[config.mk]
export PLATFORM = sky130hd
export DESIGN_NAME = mul4_nibble_sequencer
export DESIGN_NICKNAME = d
export VERILOG_FILES = /design/src/rtl/mul4_nibble_sequencer_pkg.sv /design/src/rtl/mul4_nibble_sequencer_mul4x4_array.sv /design/src/rtl/mul4_nibble_sequencer.sv
export SDC_FILE = /design/constraint.sdc
export NUM_CORES = 1
export LEC_CHECK = 0
export ABC_AREA = 1
export CORE_UTILIZATION = 40
export CTS_CLUSTER_DIAMETER = 60
export DETAILED_ROUTE_END_ITERATION = 16
export DONT_BUFFER_PORTS = 1
export PLACE_DENSITY = 0.52
export SLEW_MARGIN = 20
export SYNTH_ARGS = -nofsm -noshare
export SYNTH_HDL_FRONTEND = slang
export SYNTH_SLANG_ARGS = --single-unit
[constraint.sdc]
create_clock -name clk -period 14.3 [get_ports clk]
set_clock_uncertainty 0.15 [all_clocks]
set_input_delay 0.715 -clock clk [delete_from_list [all_inputs] [get_ports clk]]
set_output_delay 0.715 -clock clk [all_outputs]
set_load 0.005 [all_outputs]
[src/rtl/mul4_nibble_sequencer_pkg.sv]
// ---------------------------------------------------------------------------
// mul4_nibble_sequencer_pkg
//   Shared definitions for the nibble-serial multiply/accumulate sequencer:
//   the nibble width and the controller state encoding.
// ---------------------------------------------------------------------------
package mul4_nibble_sequencer_pkg;

    localparam int NIB_W = 4;

    typedef enum logic [1:0] {
        ST_IDLE  = 2'd0,
        ST_LOAD  = 2'd1,
        ST_MUL   = 2'd2,
        ST_DRAIN = 2'd3
    } state_t;

endpackage

[src/rtl/mul4_nibble_sequencer_mul4x4_array.sv]
// ---------------------------------------------------------------------------
// mul4x4_array
//   Purely combinational 4x4 unsigned array multiplier. Partial-product rows
//   are summed by ripple chains of full-adder cells.
// Ports:
//   a [3:0]  in   multiplicand nibble
//   b [3:0]  in   multiplier nibble
//   p [7:0]  out  unsigned product a*b
// ---------------------------------------------------------------------------
module mul4x4_array
    import mul4_nibble_sequencer_pkg::*;
(
    input  logic [NIB_W-1:0]   a,
    input  logic [NIB_W-1:0]   b,
    output logic [2*NIB_W-1:0] p
);

    // pp[r] is row r of the AND matrix, weight 2^r
    logic [NIB_W-1:0] pp [NIB_W];

    genvar gi;
    generate
        for (gi = 0; gi < NIB_W; gi++) begin : g_pp_row
            assign pp[gi] = a & {NIB_W{b[gi]}};
        end
    endgenerate

    // Full-adder cell: returns {carry_out, sum}
    function automatic logic [1:0] fa(input logic x, input logic y, input logic cin);
        return {(x & y) | (cin & (x ^ y)), x ^ y ^ cin};
    endfunction

    logic [NIB_W-1:0] hi;       // running upper bits carried into the next row
    logic [NIB_W-1:0] row_sum;
    logic             carry;
    logic [1:0]       fa_out;

    // Each row r adds pp[r] to the upper bits left by row r-1; the LS bit of
    // the row sum is final product bit r, the rest (plus carry) moves on.
    always_comb begin
        p       = '0;
        row_sum = '0;
        carry   = 1'b0;
        fa_out  = '0;
        hi      = {1'b0, pp[0][NIB_W-1:1]};
        p[0]    = pp[0][0];
        for (int r = 1; r < NIB_W; r++) begin
            carry = 1'b0;
            for (int c = 0; c < NIB_W; c++) begin
                fa_out     = fa(pp[r][c], hi[c], carry);
                row_sum[c] = fa_out[0];
                carry      = fa_out[1];
            end
            p[r] = row_sum[0];
            hi   = {carry, row_sum[NIB_W-1:1]};
        end
        p[2*NIB_W-1:NIB_W] = hi;
    end

endmodule

[src/rtl/mul4_nibble_sequencer.sv]
// ---------------------------------------------------------------------------
// mul4_nibble_sequencer
//   Computes a 2W-bit unsigned product (W = 4*OP_NIBBLES), optionally added
//   to the running accumulator, using one shared 4x4 multiplier stepped over
//   all nibble pairs. Operands enter and the result leaves nibble-serially.
// Ports:
//   clk, rst_n           clock, asynchronous active-low reset
//   in_valid/in_ready    operand nibble handshake; in_nib carries A then B, LS first
//   acc_mode             sampled with the first nibble: 1 = add to acc, 0 = replace
//   clr_acc              clears acc while idle
//   out_valid/out_ready  result nibble handshake; out_nib LS first
//   busy                 controller not idle
//   done                 one-cycle pulse after the final result nibble transfer
// ---------------------------------------------------------------------------
module mul4_nibble_sequencer
    import mul4_nibble_sequencer_pkg::*;
#(
    parameter int OP_NIBBLES = 2
) (
    input  logic             clk,
    input  logic             rst_n,
    input  logic             in_valid,
    output logic             in_ready,
    input  logic [NIB_W-1:0] in_nib,
    input  logic             acc_mode,
    input  logic             clr_acc,
    output logic             out_valid,
    input  logic             out_ready,
    output logic [NIB_W-1:0] out_nib,
    output logic             busy,
    output logic             done
);

    localparam int W       = NIB_W * OP_NIBBLES;
    localparam int RW      = 2 * W;
    localparam int NIBS    = 2 * OP_NIBBLES;  // operand nibbles in == result nibbles out
    localparam int CNT_W   = $clog2(NIBS);
    localparam int IDX_W   = (OP_NIBBLES > 1) ? $clog2(OP_NIBBLES) : 1;
    localparam logic [CNT_W-1:0] LAST_NIB = CNT_W'(NIBS - 1);
    localparam logic [IDX_W-1:0] LAST_IDX = IDX_W'(OP_NIBBLES - 1);

    state_t           state_q, state_d;
    logic [CNT_W-1:0] cnt_q, cnt_d;
    logic [CNT_W-1:0] k_q, k_d;
    logic [IDX_W-1:0] i_q, i_d;
    logic [IDX_W-1:0] j_q, j_d;
    logic [RW-1:0]    opnd_q, opnd_d;   // {B, A}: nibble n of the input stream lands at bits 4n+3:4n
    logic [RW-1:0]    sum_q, sum_d;
    logic [RW-1:0]    acc_q, acc_d;
    logic             mode_q, mode_d;
    logic             done_q, done_d;

    logic [NIB_W-1:0]   mul_a, mul_b;
    logic [2*NIB_W-1:0] mul_p;
    logic [RW-1:0]      pp_shifted;
    logic [RW-1:0]      sum_next;

    // Multiplier operands are selected only by the current i/j indices
    assign mul_a = opnd_q[int'(i_q) * NIB_W +: NIB_W];
    assign mul_b = opnd_q[W + int'(j_q) * NIB_W +: NIB_W];

    mul4x4_array u_mul (
        .a (mul_a),
        .b (mul_b),
        .p (mul_p)
    );

    // Partial product aligned to weight 16^(i+j); overflow past 2W bits wraps
    assign pp_shifted = RW'(mul_p) << ((int'(i_q) + int'(j_q)) * NIB_W);
    assign sum_next   = sum_q + pp_shifted;

    assign in_ready  = (state_q == ST_IDLE) || (state_q == ST_LOAD);
    assign out_valid = (state_q == ST_DRAIN);
    assign out_nib   = out_valid ? acc_q[int'(k_q) * NIB_W +: NIB_W] : '0;
    assign busy      = (state_q != ST_IDLE);
    assign done      = done_q;

    always_comb begin
        state_d = state_q;
        cnt_d   = cnt_q;
        k_d     = k_q;
        i_d     = i_q;
        j_d     = j_q;
        opnd_d  = opnd_q;
        sum_d   = sum_q;
        acc_d   = acc_q;
        mode_d  = mode_q;
        done_d  = 1'b0;

        case (state_q)
            ST_IDLE: begin
                if (clr_acc) begin
                    acc_d = '0;
                end
                if (in_valid) begin
                    opnd_d[NIB_W-1:0] = in_nib;
                    mode_d            = acc_mode;
                    cnt_d             = CNT_W'(1);
                    state_d           = ST_LOAD;
                end
            end
            ST_LOAD: begin
                if (in_valid) begin
                    opnd_d[int'(cnt_q) * NIB_W +: NIB_W] = in_nib;
                    if (cnt_q == LAST_NIB) begin
                        state_d = ST_MUL;
                        i_d     = '0;
                        j_d     = '0;
                        // acc_q here already reflects any clear taken in IDLE
                        sum_d   = mode_q ? acc_q : '0;
                    end else begin
                        cnt_d = cnt_q + CNT_W'(1);
                    end
                end
            end
            ST_MUL: begin
                sum_d = sum_next;
                if (j_q == LAST_IDX) begin
                    j_d = '0;
                    if (i_q == LAST_IDX) begin
                        acc_d   = sum_next;
                        k_d     = '0;
                        state_d = ST_DRAIN;
                    end else begin
                        i_d = i_q + IDX_W'(1);
                    end
                end else begin
                    j_d = j_q + IDX_W'(1);
                end
            end
            ST_DRAIN: begin
                if (out_ready) begin
                    if (k_q == LAST_NIB) begin
                        k_d     = '0;
                        done_d  = 1'b1;
                        state_d = ST_IDLE;
                    end else begin
                        k_d = k_q + CNT_W'(1);
                    end
                end
            end
            default: state_d = ST_IDLE;
        endcase
    end

    always_ff @(posedge clk or negedge rst_n) begin
        if (!rst_n) begin
            state_q <= ST_IDLE;
            cnt_q   <= '0;
            k_q     <= '0;
            i_q     <= '0;
            j_q     <= '0;
            opnd_q  <= '0;
            sum_q   <= '0;
            acc_q   <= '0;
            mode_q  <= 1'b0;
            done_q  <= 1'b0;
        end else begin
            state_q <= state_d;
            cnt_q   <= cnt_d;
            k_q     <= k_d;
            i_q     <= i_d;
            j_q     <= j_d;
            opnd_q  <= opnd_d;
            sum_q   <= sum_d;
            acc_q   <= acc_d;
            mode_q  <= mode_d;
            done_q  <= done_d;
        end
    end

endmodule

# --- Word-level counts from Yosys, hierarchy flattened ---
# Cells that the tools add are included.
totals:
  regBits: 58
  input_bits: 10
  out_inout_bits: 8
  elab_cells: 146
classes:
  addsub: 8
  eq_ne: 14
  n_shift: 6
  n_mux: 39
  n_bitwise: 52
  n_reduce_logical: 16
op_table:
  columns: ["cell", "count"]
  rows:
  - ["$mux 16", 6]
  - ["$pmux 16 s2", 2]
  - ["$neg 4->33", 1]
  - ["$shift 4x33->16 const A", 1]
  - ["$shiftx 4x33->16", 1]
  - ["$mux 2", 13]
  - ["$and 1x1->1", 20]
  - ["$xor 1x1->1", 20]
  - ["$add 16x16->16", 1]
  - ["$and 4x4->4", 4]
  - ["$bwmux 16", 1]
  - ["$reduce_and 4->1", 4]
  - ["$shiftx 16x4->4", 1]
  - ["$shiftx 16x5->4", 1]
  - ["$shiftx 16x6->4", 1]
  - ["$shl 8x4->16", 1]
  - ["$mux 4", 3]
  - ["$ne 2x2->1 const B", 6]
  - ["$reduce_bool 2->1", 5]
  - ["$eq 2x2->1 const B", 4]
  - ["$mux 1", 8]
  - ["$or 1x1->1", 8]
  - ["$pmux 2 s2", 2]
  - ["$pmux 2 s4", 1]
  - ["13 further kinds", 20]

# --- Logic depth before layout (Yosys ltp) ---
# Gate-level depths: netlist of run 1.
logic_depth:
  word_depth: 23
  depth_mapped: 28
  ltp_nobuf: 28

# --- Modules after synthesis ---
# Synthesis of run 1 repeated with hierarchy kept, for this count alone.
unflattened:
  hier_cells: 611
  hier_area_um2: 4332.9
by_module_without_submodules:
  columns: ["module", "n_inst", "cells_per_inst", "area_per_inst_um2", "seq_area_each_um2"]
  rows:
  - ["mul4_nibble_sequencer", 1, 561, 3976.3, 1451.4]
  - ["mul4x4_array", 1, 50, 356.6, 0.0]

# --- Least setup slack after synthesis of run 1 ---
# Ideal clock, no wire load.
synth_path:
  path_kind: "register -> register"
  start: "register i_q"
  end: "register sum_q[15]"
  setup_time_ns: 0.073
  arrival_time_ns: 5.248
  required_time_ns: 14.077
  slack_ns: 8.829
  path_stages_with_launch: 27
  path_buffers: 1
  synth_period_minus_slack_ns: 5.471
  path_cell_list: "dfrtp_1 > buf_2 > o21ai_0 > nor2_1 > ha_1 > fa_1 > inv_1 > fa_1 > inv_1 > fa_1 > fa_1 > inv_1 > fa_1 > fa_1 > fa_1 > or2_2 > a21oi_1 > ha_1 > nand2_1 > inv_1 > nand2_1 > nand2_1 > a21oi_1 > nand2_1 > nand2_1 > nand3_2 > a21oi_2"
synth_via:
  elab_chain_len: 20
  elab_cells_between_ends: 57
  classes_between: "add/sub: 2; shift: 2; mux: 1; bitwise: 52"
synth_rtl:
  columns: ["item", "line_no", "rtl"]
  rows:
  - ["start: declaration", "mul4_nibble_sequencer.sv:45", "logic [IDX_W-1:0] i_q, i_d;"]
  - ["start signal: assignment", "mul4_nibble_sequencer.sv:162", "i_q <= i_d;"]
  - ["$shiftx 16x4->4", "mul4_nibble_sequencer.sv:59", "assign mul_a = opnd_q[int'(i_q) * NIB_W +: NIB_W];"]
  - ["$and 4x4->4", "mul4_nibble_sequencer_mul4x4_array.sv:24", "assign pp[gi] = a & {NIB_W{b[gi]}};"]
  - ["$and 1x1->1 / $xor 1x1->1 (equally long branches)", "mul4_nibble_sequencer_mul4x4_array.sv:30", "return {(x & y) | (cin & (x ^ y)), x ^ y ^ cin};"]
  - ["$and 1x1->1", "mul4_nibble_sequencer_mul4x4_array.sv:30", null]
  - ["$or 1x1->1", "mul4_nibble_sequencer_mul4x4_array.sv:30", null]
  - ["$and 1x1->1 / $xor 1x1->1 (equally long branches)", "mul4_nibble_sequencer_mul4x4_array.sv:30", null]
  - ["$or 1x1->1 / $xor 1x1->1 (equally long branches)", "mul4_nibble_sequencer_mul4x4_array.sv:30", null]
  - ["$xor 1x1->1 / $and 1x1->1 (equally long branches)", "mul4_nibble_sequencer_mul4x4_array.sv:30", null]
  - ["(+4 left out)", null, null]
  - ["$or 1x1->1 / $xor 1x1->1 (equally long branches)", "mul4_nibble_sequencer_mul4x4_array.sv:30", null]
  - ["$and 1x1->1", "mul4_nibble_sequencer_mul4x4_array.sv:30", null]
  - ["$or 1x1->1", "mul4_nibble_sequencer_mul4x4_array.sv:30", null]
  - ["$and 1x1->1", "mul4_nibble_sequencer_mul4x4_array.sv:30", null]
  - ["$or 1x1->1", "mul4_nibble_sequencer_mul4x4_array.sv:30", null]
  - ["$shl 8x4->16 (*)", "mul4_nibble_sequencer.sv:69", "assign pp_shifted = RW'(mul_p) << ((int'(i_q) + int'(j_q)) * NIB_W);"]
  - ["$add 16x16->16 (*)", "mul4_nibble_sequencer.sv:70", "assign sum_next = sum_q + pp_shifted;"]
  - ["$pmux 16 s2 (*)", "mul4_nibble_sequencer.sv:90", "case (state_q)"]
  - ["end signal: assignment", "mul4_nibble_sequencer.sv:165", "sum_q <= sum_d;"]
  - ["end: declaration", "mul4_nibble_sequencer.sv:48", "logic [RW-1:0] sum_q, sum_d;"]
# Mark *: on every way between the ends. The rest lies on a longest branch, timed or not.
# A chain may end at the register's enable or synchronous reset.

# --- Worst setup path in the final report of run 1 ---
layout_path:
  start: "register j_q"
  end: "register acc_q[15]"
layout_via:
  elab_chain_len: 23
  elab_cells_between_ends: 62
  classes_between: "add/sub: 3; eq/ne: 1; shift: 2; mux: 3; bitwise: 52; reduce/logical: 1"
layout_rtl:
  columns: ["item", "line_no", "rtl"]
  rows:
  - ["start: declaration", "mul4_nibble_sequencer.sv:46", "logic [IDX_W-1:0] j_q, j_d;"]
  - ["start signal: assignment", "mul4_nibble_sequencer.sv:163", "j_q <= j_d;"]
  - ["$add 4x3->5", "mul4_nibble_sequencer.sv:60", "assign mul_b = opnd_q[W + int'(j_q) * NIB_W +: NIB_W];"]
  - ["$shiftx 16x6->4", "mul4_nibble_sequencer.sv:60", null]
  - ["$and 4x4->4", "mul4_nibble_sequencer_mul4x4_array.sv:24", null]
  - ["$and 1x1->1 / $xor 1x1->1 (equally long branches)", "mul4_nibble_sequencer_mul4x4_array.sv:30", null]
  - ["$and 1x1->1", "mul4_nibble_sequencer_mul4x4_array.sv:30", null]
  - ["$or 1x1->1", "mul4_nibble_sequencer_mul4x4_array.sv:30", null]
  - ["$and 1x1->1 / $xor 1x1->1 (equally long branches)", "mul4_nibble_sequencer_mul4x4_array.sv:30", null]
  - ["$or 1x1->1 / $xor 1x1->1 (equally long branches)", "mul4_nibble_sequencer_mul4x4_array.sv:30", null]
  - ["(+7 left out)", null, null]
  - ["$or 1x1->1", "mul4_nibble_sequencer_mul4x4_array.sv:30", null]
  - ["$and 1x1->1", "mul4_nibble_sequencer_mul4x4_array.sv:30", null]
  - ["$or 1x1->1", "mul4_nibble_sequencer_mul4x4_array.sv:30", null]
  - ["$shl 8x4->16", "mul4_nibble_sequencer.sv:69", null]
  - ["$add 16x16->16", "mul4_nibble_sequencer.sv:70", null]
  - ["$mux 16", "mul4_nibble_sequencer.sv:120", "if (i_q == LAST_IDX) begin"]
  - ["$mux 16", "mul4_nibble_sequencer.sv:118", "if (j_q == LAST_IDX) begin"]
  - ["$pmux 16 s2", "mul4_nibble_sequencer.sv:90", null]
  - ["end signal: assignment", "mul4_nibble_sequencer.sv:155", "acc_q <= '0;"]
  - ["end signal: assignment", "mul4_nibble_sequencer.sv:166", "acc_q <= acc_d;"]
  - ["end: declaration", "mul4_nibble_sequencer.sv:49", "logic [RW-1:0] acc_q, acc_d;"]
# Several ways; a longest one is shown, not always the timed one. The select of a mux whose other input is x is not followed.

==> metrics, run 1 <==
status=finished, final reports clean; DR pass1 iterations=5; r2r setup slk=8.33 ns; placed cell area=4330 um2; CTS Sinks=58; final cell count without fillers=725; Clk pin slew, worst setup/hold paths=0.07 ns; gr usage total=20.4%; Area Overhead vs Synth=7.97%; count leader, synth=nand2_1; worst reg-to-reg path cell count=25; clock buffer depth=2; Final Cycle Share=41.8%; cell total after placement=708; Wirelength per Cell=14.5 um; most frequent cell on the critical path=fa_1; Slowest-stage cell, CP=o21ai_0; CTS root buf=clkbuf_8; Ports=18; FF-to-FF Start=j_q; Horiz. Die Dim=105 um; synth top area cells=dfrtp_1 (34%), nand2_1 (12%), ha_1 (8.9%); Cell Area, Synth=4240 um2; Worst Tran Pin Value=0.893 ns; Max Clk Rate=167 MHz; Max Cap Viol=0; mean area per synthesized cell=7.24 um2; largest area contributor in the netlist=dfrtp_1; GPL Wtd Cong=0.843; post_cts resized=0; Synth Net Count=634; Fill cells=1,105; CP peak stage delay=0.48 ns; via count=3,647; final setup fails=0; Synth top area share=34.2%; antenna-violating nets left=0; CP bufs+invs=4; largest net degree at the start of global routing=59; chip height=105 um; post-route cell area=4580 um2; number of synthesized flops with an enable pin=0; DIE AREA=11,000 um2; area of the multi-input gates=2390 um2; # DRC=0; # rows=37; cell family with most CP delay=adder cells; first-pass GRT wire length=17,600 um; vias per cell=5.03; layout cells sized above 1=9.17%; CP max FO=11; CP Data Arrival Time=6.09 ns; element type at the critical path end=flop; htree depth=3; vias in the first global route=3,414; Synth Warn #=0; Post-DP HPWL=8180 um; dominant synthesized flop cell=dfrtp_1; n_diodes=0; Worst Hold Class=in -> async; Final Hold Fails=0; fin nets=633; Slew Limit Fails=0; Clk Latency, worst-skew pair=0.34 ns; WS Path Type=reg -> reg; PortBufs=0; core area=10,300 um2; GRT overflow=0; Initial Util=41.2%; slew margin rel.=40.5%; final setup TNS=0 ns; asr flop ratio synth=100%; initial antenna violation count=0; post-synthesis sequential area ratio=34.2%; TritonCTS clock tree=yes; DRT iter0 DRCs=185; Cells after Synth=585; Worst Setup Start Kind=flop; Worst Setup SP=j_q; WP data required=14.42 ns; CTS Buf Count=9; Post-synth top cells=nand2_1 (133), inv_1 (76), nor2_1 (68); setup bufs post-CTS=0; RR Endpoint=acc_q[15]; Post-Route WL=10,500 um; RSZ-0062 raised after global routing=false; Netlist cell types=32; register area=1450 um2; Final min period=5.97 ns; Yosys reg bits=58
==> per-layer routing <==
layer,vias up,part of all wire (%),global-route usage (%)
met5,-,0,0
li1,1884,-,-
met1,1704,54,32.6
met2,52,42,28.2
met4,0,0.71,5.13
met3,7,3.0,3.12
==> flip-flops by register name, summed over array words and instances (netlist names) <==
register	cells
acc_q	16
cnt_q	2
done	1
i_q	1
j_q	1
k_q	2
mode_q	1
opnd_q	16
state_q	2
sum_q	16
==> through the flow <==
step	setup slack [ns]	hold slack, ns	utilization (%)
after floorplan	8.83	0.269	-
after global placement	8.48	0.270	42.1
after detailed placement	8.29	0.270	42.1
after CTS	8.28	0.0812	44.5
after global routing	7.80	0.0857	44.5
final	8.33	0.0782	44.5
==> kinds of logic after synthesis <==
logic type               share of synthesized area (%)
flip-flops                                        34.2
adder cells (fa/ha/maj)                           13.1
multiplexers                                     0.266
buffers and inverters                             9.39
AO/OA/AOI/OAI                                     16.0
AND/OR/NAND/NOR                                   27.0
==> worst max-delay path by stage <==
stage	endpoint	cells past startpoint
6_report	acc_q[15]	25
5_1_grt	acc_q[15]	25
4_1_cts	sum_q[15]	25
3_5_place_dp	acc_q[15]	25
3_3_place_gp	sum_q[15]	25
2_1_floorplan	sum_q[15]	26
==> area by class of cell <==
class	instances	area share [%]
Timing Repair Buffer	2	0.766
Tap cell	136	3.72
Inverter	83	6.81
Multi-Input combinational cell	430	52.2
Clock inverter	5	1.70
Clock buffer	11	3.09
Sequential cell	58	31.7
==> timing repair <==
action | 4_1_cts | 5_1_grt
setup endpoints to repair | 0 | 0
hold endpoints to repair | 58 | 0
hold buffers | 1 | 0
==> placed cells by master, fill, tap and decap left out, drive strengths merged <==
master,instances
nor2,68
nand3b,3
clkinvlp,1
and2,2
a21oi,56
nor3,5
dfrtp,58
clkinv,2
clkbuf,11
nand4,5
or2,12
a31oi,3
bufinv,2
nand3,27
mux2,1
o21ai,65
o31ai,4
ha,30
inv,83
buf,2
fa,9
nand2,140
==> worst register-to-register path: stages, from the launching register on <==
cell     delay (ns)
dfrtp_1        0.47
o21ai_0        0.49
nor2_1         0.11
ha_1           0.21
fa_1           0.35
inv_1          0.07
fa_1           0.16
inv_1          0.05
fa_1           0.40
fa_1           0.38
inv_1          0.08
fa_1           0.43
fa_1           0.41
fa_1           0.45
or2_2          0.28
a21oi_1        0.17
ha_1           0.31
nand2_1        0.15
inv_1          0.07
nand2_1        0.06
nand2_1        0.06
a21oi_1        0.18
nand2_1        0.08
nand2_1        0.07
nand3_2        0.10
o21ai_2        0.15
Power of run 1 is left out: the tool's default activity adds up to more than one toggle a clock period on the data nets, which glitch-free logic cannot reach.
==> run 2: changes to the inputs <==
Settings changed: PLACE_DENSITY 0.52 to 0.54.
Clock period 14.3 ns to 4.84 ns, I/O delays scaled along.
==> metrics, run 2 (same netlist as run 1, synthesis figures left out) <==
# DRC=0; Hold Worst Slack=0.00832 ns; vias in the first global route=3,515; RSZ-0062 raised after global routing=true; CTS Buf Count=9; CTS root buf=clkbuf_8; via count=3,862; CTS Sinks=58; htree depth=3; WS Path Type=reg -> reg; PortBufs=0; Worst Tran Pin Value=1.08 ns; DIE AREA=11,000 um2; # rows=37; core area=10,300 um2; Post-Route WL=10,700 um; Final min period=5.37 ns; slew margin rel.=28.0%; biggest regs=acc_q x16, opnd_q x16, sum_q x16; GPL Wtd Cong=0.829; Slew Limit Fails=0; first-pass GRT wire length=17,500 um; Initial Util=41.2%; Final Cycle Share=111%; Post-DP HPWL=8110 um; violated checks=setup timing; Worst Setup Start Kind=flop; Clk pin slew, worst setup/hold paths=0.06 ns; n_diodes=0; gr usage total=20.3%; vias per cell=5.01; element type at the critical path end=flop; pre-CTS WS=-0.672 ns; commonest non-fill, non-tap cells in the layout=nand2_1 (122), inv_1 (74), nor2_1 (65); Fill cells=1,011; Area Overhead vs Synth=20.3%; DR pass1 iterations=5; met3 routed WL=494 um; CP max FO=8; Wirelength per Cell=13.9 um; largest net degree at the start of global routing=59; antenna-violating nets left=0; GRT overflow=0; WP data required=4.95 ns; DRT iter0 DRCs=172; layout cells sized above 1=21.7%; WL met1=5630 um; chip height=105 um; Ports=18; status=finished with violations; Worst Hold Class=in -> reg; Max Cap Viol=0; Max Used Layer=met4; Final Hold Fails=0; clock buffer depth=2; final setup fails=22; met2 routed WL=4470 um; commonest non-fill, non-tap cell in the layout=nand2_1; Horiz. Die Dim=105 um; initial antenna violation count=0; Clk Latency, worst-skew pair=0.34 ns; Max Clk Rate=186 MHz; fin nets=680; min setup slack post-route=-0.528 ns; CP Data Arrival Time=5.48 ns; TritonCTS clock tree=yes
==> run 2: cell type report <==
class / count / area, um2 / area share [%]
Clock inverter: 2 / 35.0 / 0.687
Clock buffer: 13 / 169 / 3.31
Tap cell: 136 / 170 / 3.34
Sequential cell: 58 / 1450 / 28.5
Inverter: 83 / 312 / 6.11
Multi-Input combinational cell: 430 / 2550 / 50.0
Timing Repair Buffer: 49 / 409 / 8.02
==> run 2: final timing paths <==
path / slack [ns] / cells past startpoint / start / endpoint
setup / recovery: -0.53 / 26 / i_q / acc_q[14]
hold / removal: 0.008 / 2 / in_valid / mode_q
setup reg to reg: -0.53 / 26 / i_q / acc_q[14]
hold reg to reg: 0.36 / 1 / mode_q / mode_q
max in group asynchronous: 4.00 / 2 / rst_n / j_q
min in group asynchronous: 0.28 / 2 / rst_n / opnd_q[7]
==> run 2: metrics by stage <==
| stage | instances | area (um2) | setup TNS (ns) | utilization [%] |
|---|---|---|---|---|
| 2_1_floorplan | 585 | 4300 | -3.82 | - |
| 3_3_place_gp | 743 | 4640 | -10.27 | 45.2 |
| 3_5_place_dp | 743 | 4650 | -11.72 | 45.3 |
| 4_1_cts | 770 | 5050 | -10.71 | 49.1 |
| 5_1_grt | 771 | 5100 | -15.73 | 49.6 |
| 6_report | 771 | 5100 | -9.71 | 49.6 |
==> run 2: routing by layer <==
| metal | global-route usage [%] | vias to the layer above |
|---|---|---|
| li1 | - | 1990 |
| met1 | 31.4 | 1798 |
| met2 | 28.5 | 67 |
| met3 | 3.93 | 7 |
| met4 | 5.53 | 0 |
| met5 | 0 | - |
==> run 2: timing repair <==
action | in CTS | in global routing
resized for setup | 20 | 13
buffers inserted | 5 | 1
pin swaps | 13 | 17
hold buffers | 8 | 0
hold endpoints to repair | 71 | 0
endpoints found under the setup margin | 22 | 22
==> run 2: critical path, cell delays in order (launching register included) <==
cell and delay [ns]:
dfrtp_2 0.47, nand2_2 0.10, o21ai_2 0.06, nor2_2 0.11, ha_2 0.18, fa_1 0.15, inv_1 0.05, fa_1 0.49
inv_2 0.04, fa_2 0.35, fa_2 0.34, inv_2 0.06, fa_1 0.43, fa_2 0.35, fa_2 0.54, nand2_1 0.07
o21ai_2 0.08, nor2_1 0.06, ha_1 0.37, nand2_1 0.09, inv_1 0.07, nand2_1 0.08, nor3_2 0.10, nand2_1 0.09
nand3_1 0.11, nand3_2 0.13, o21ai_1 0.18
Power of run 2 is left out for the same reason.
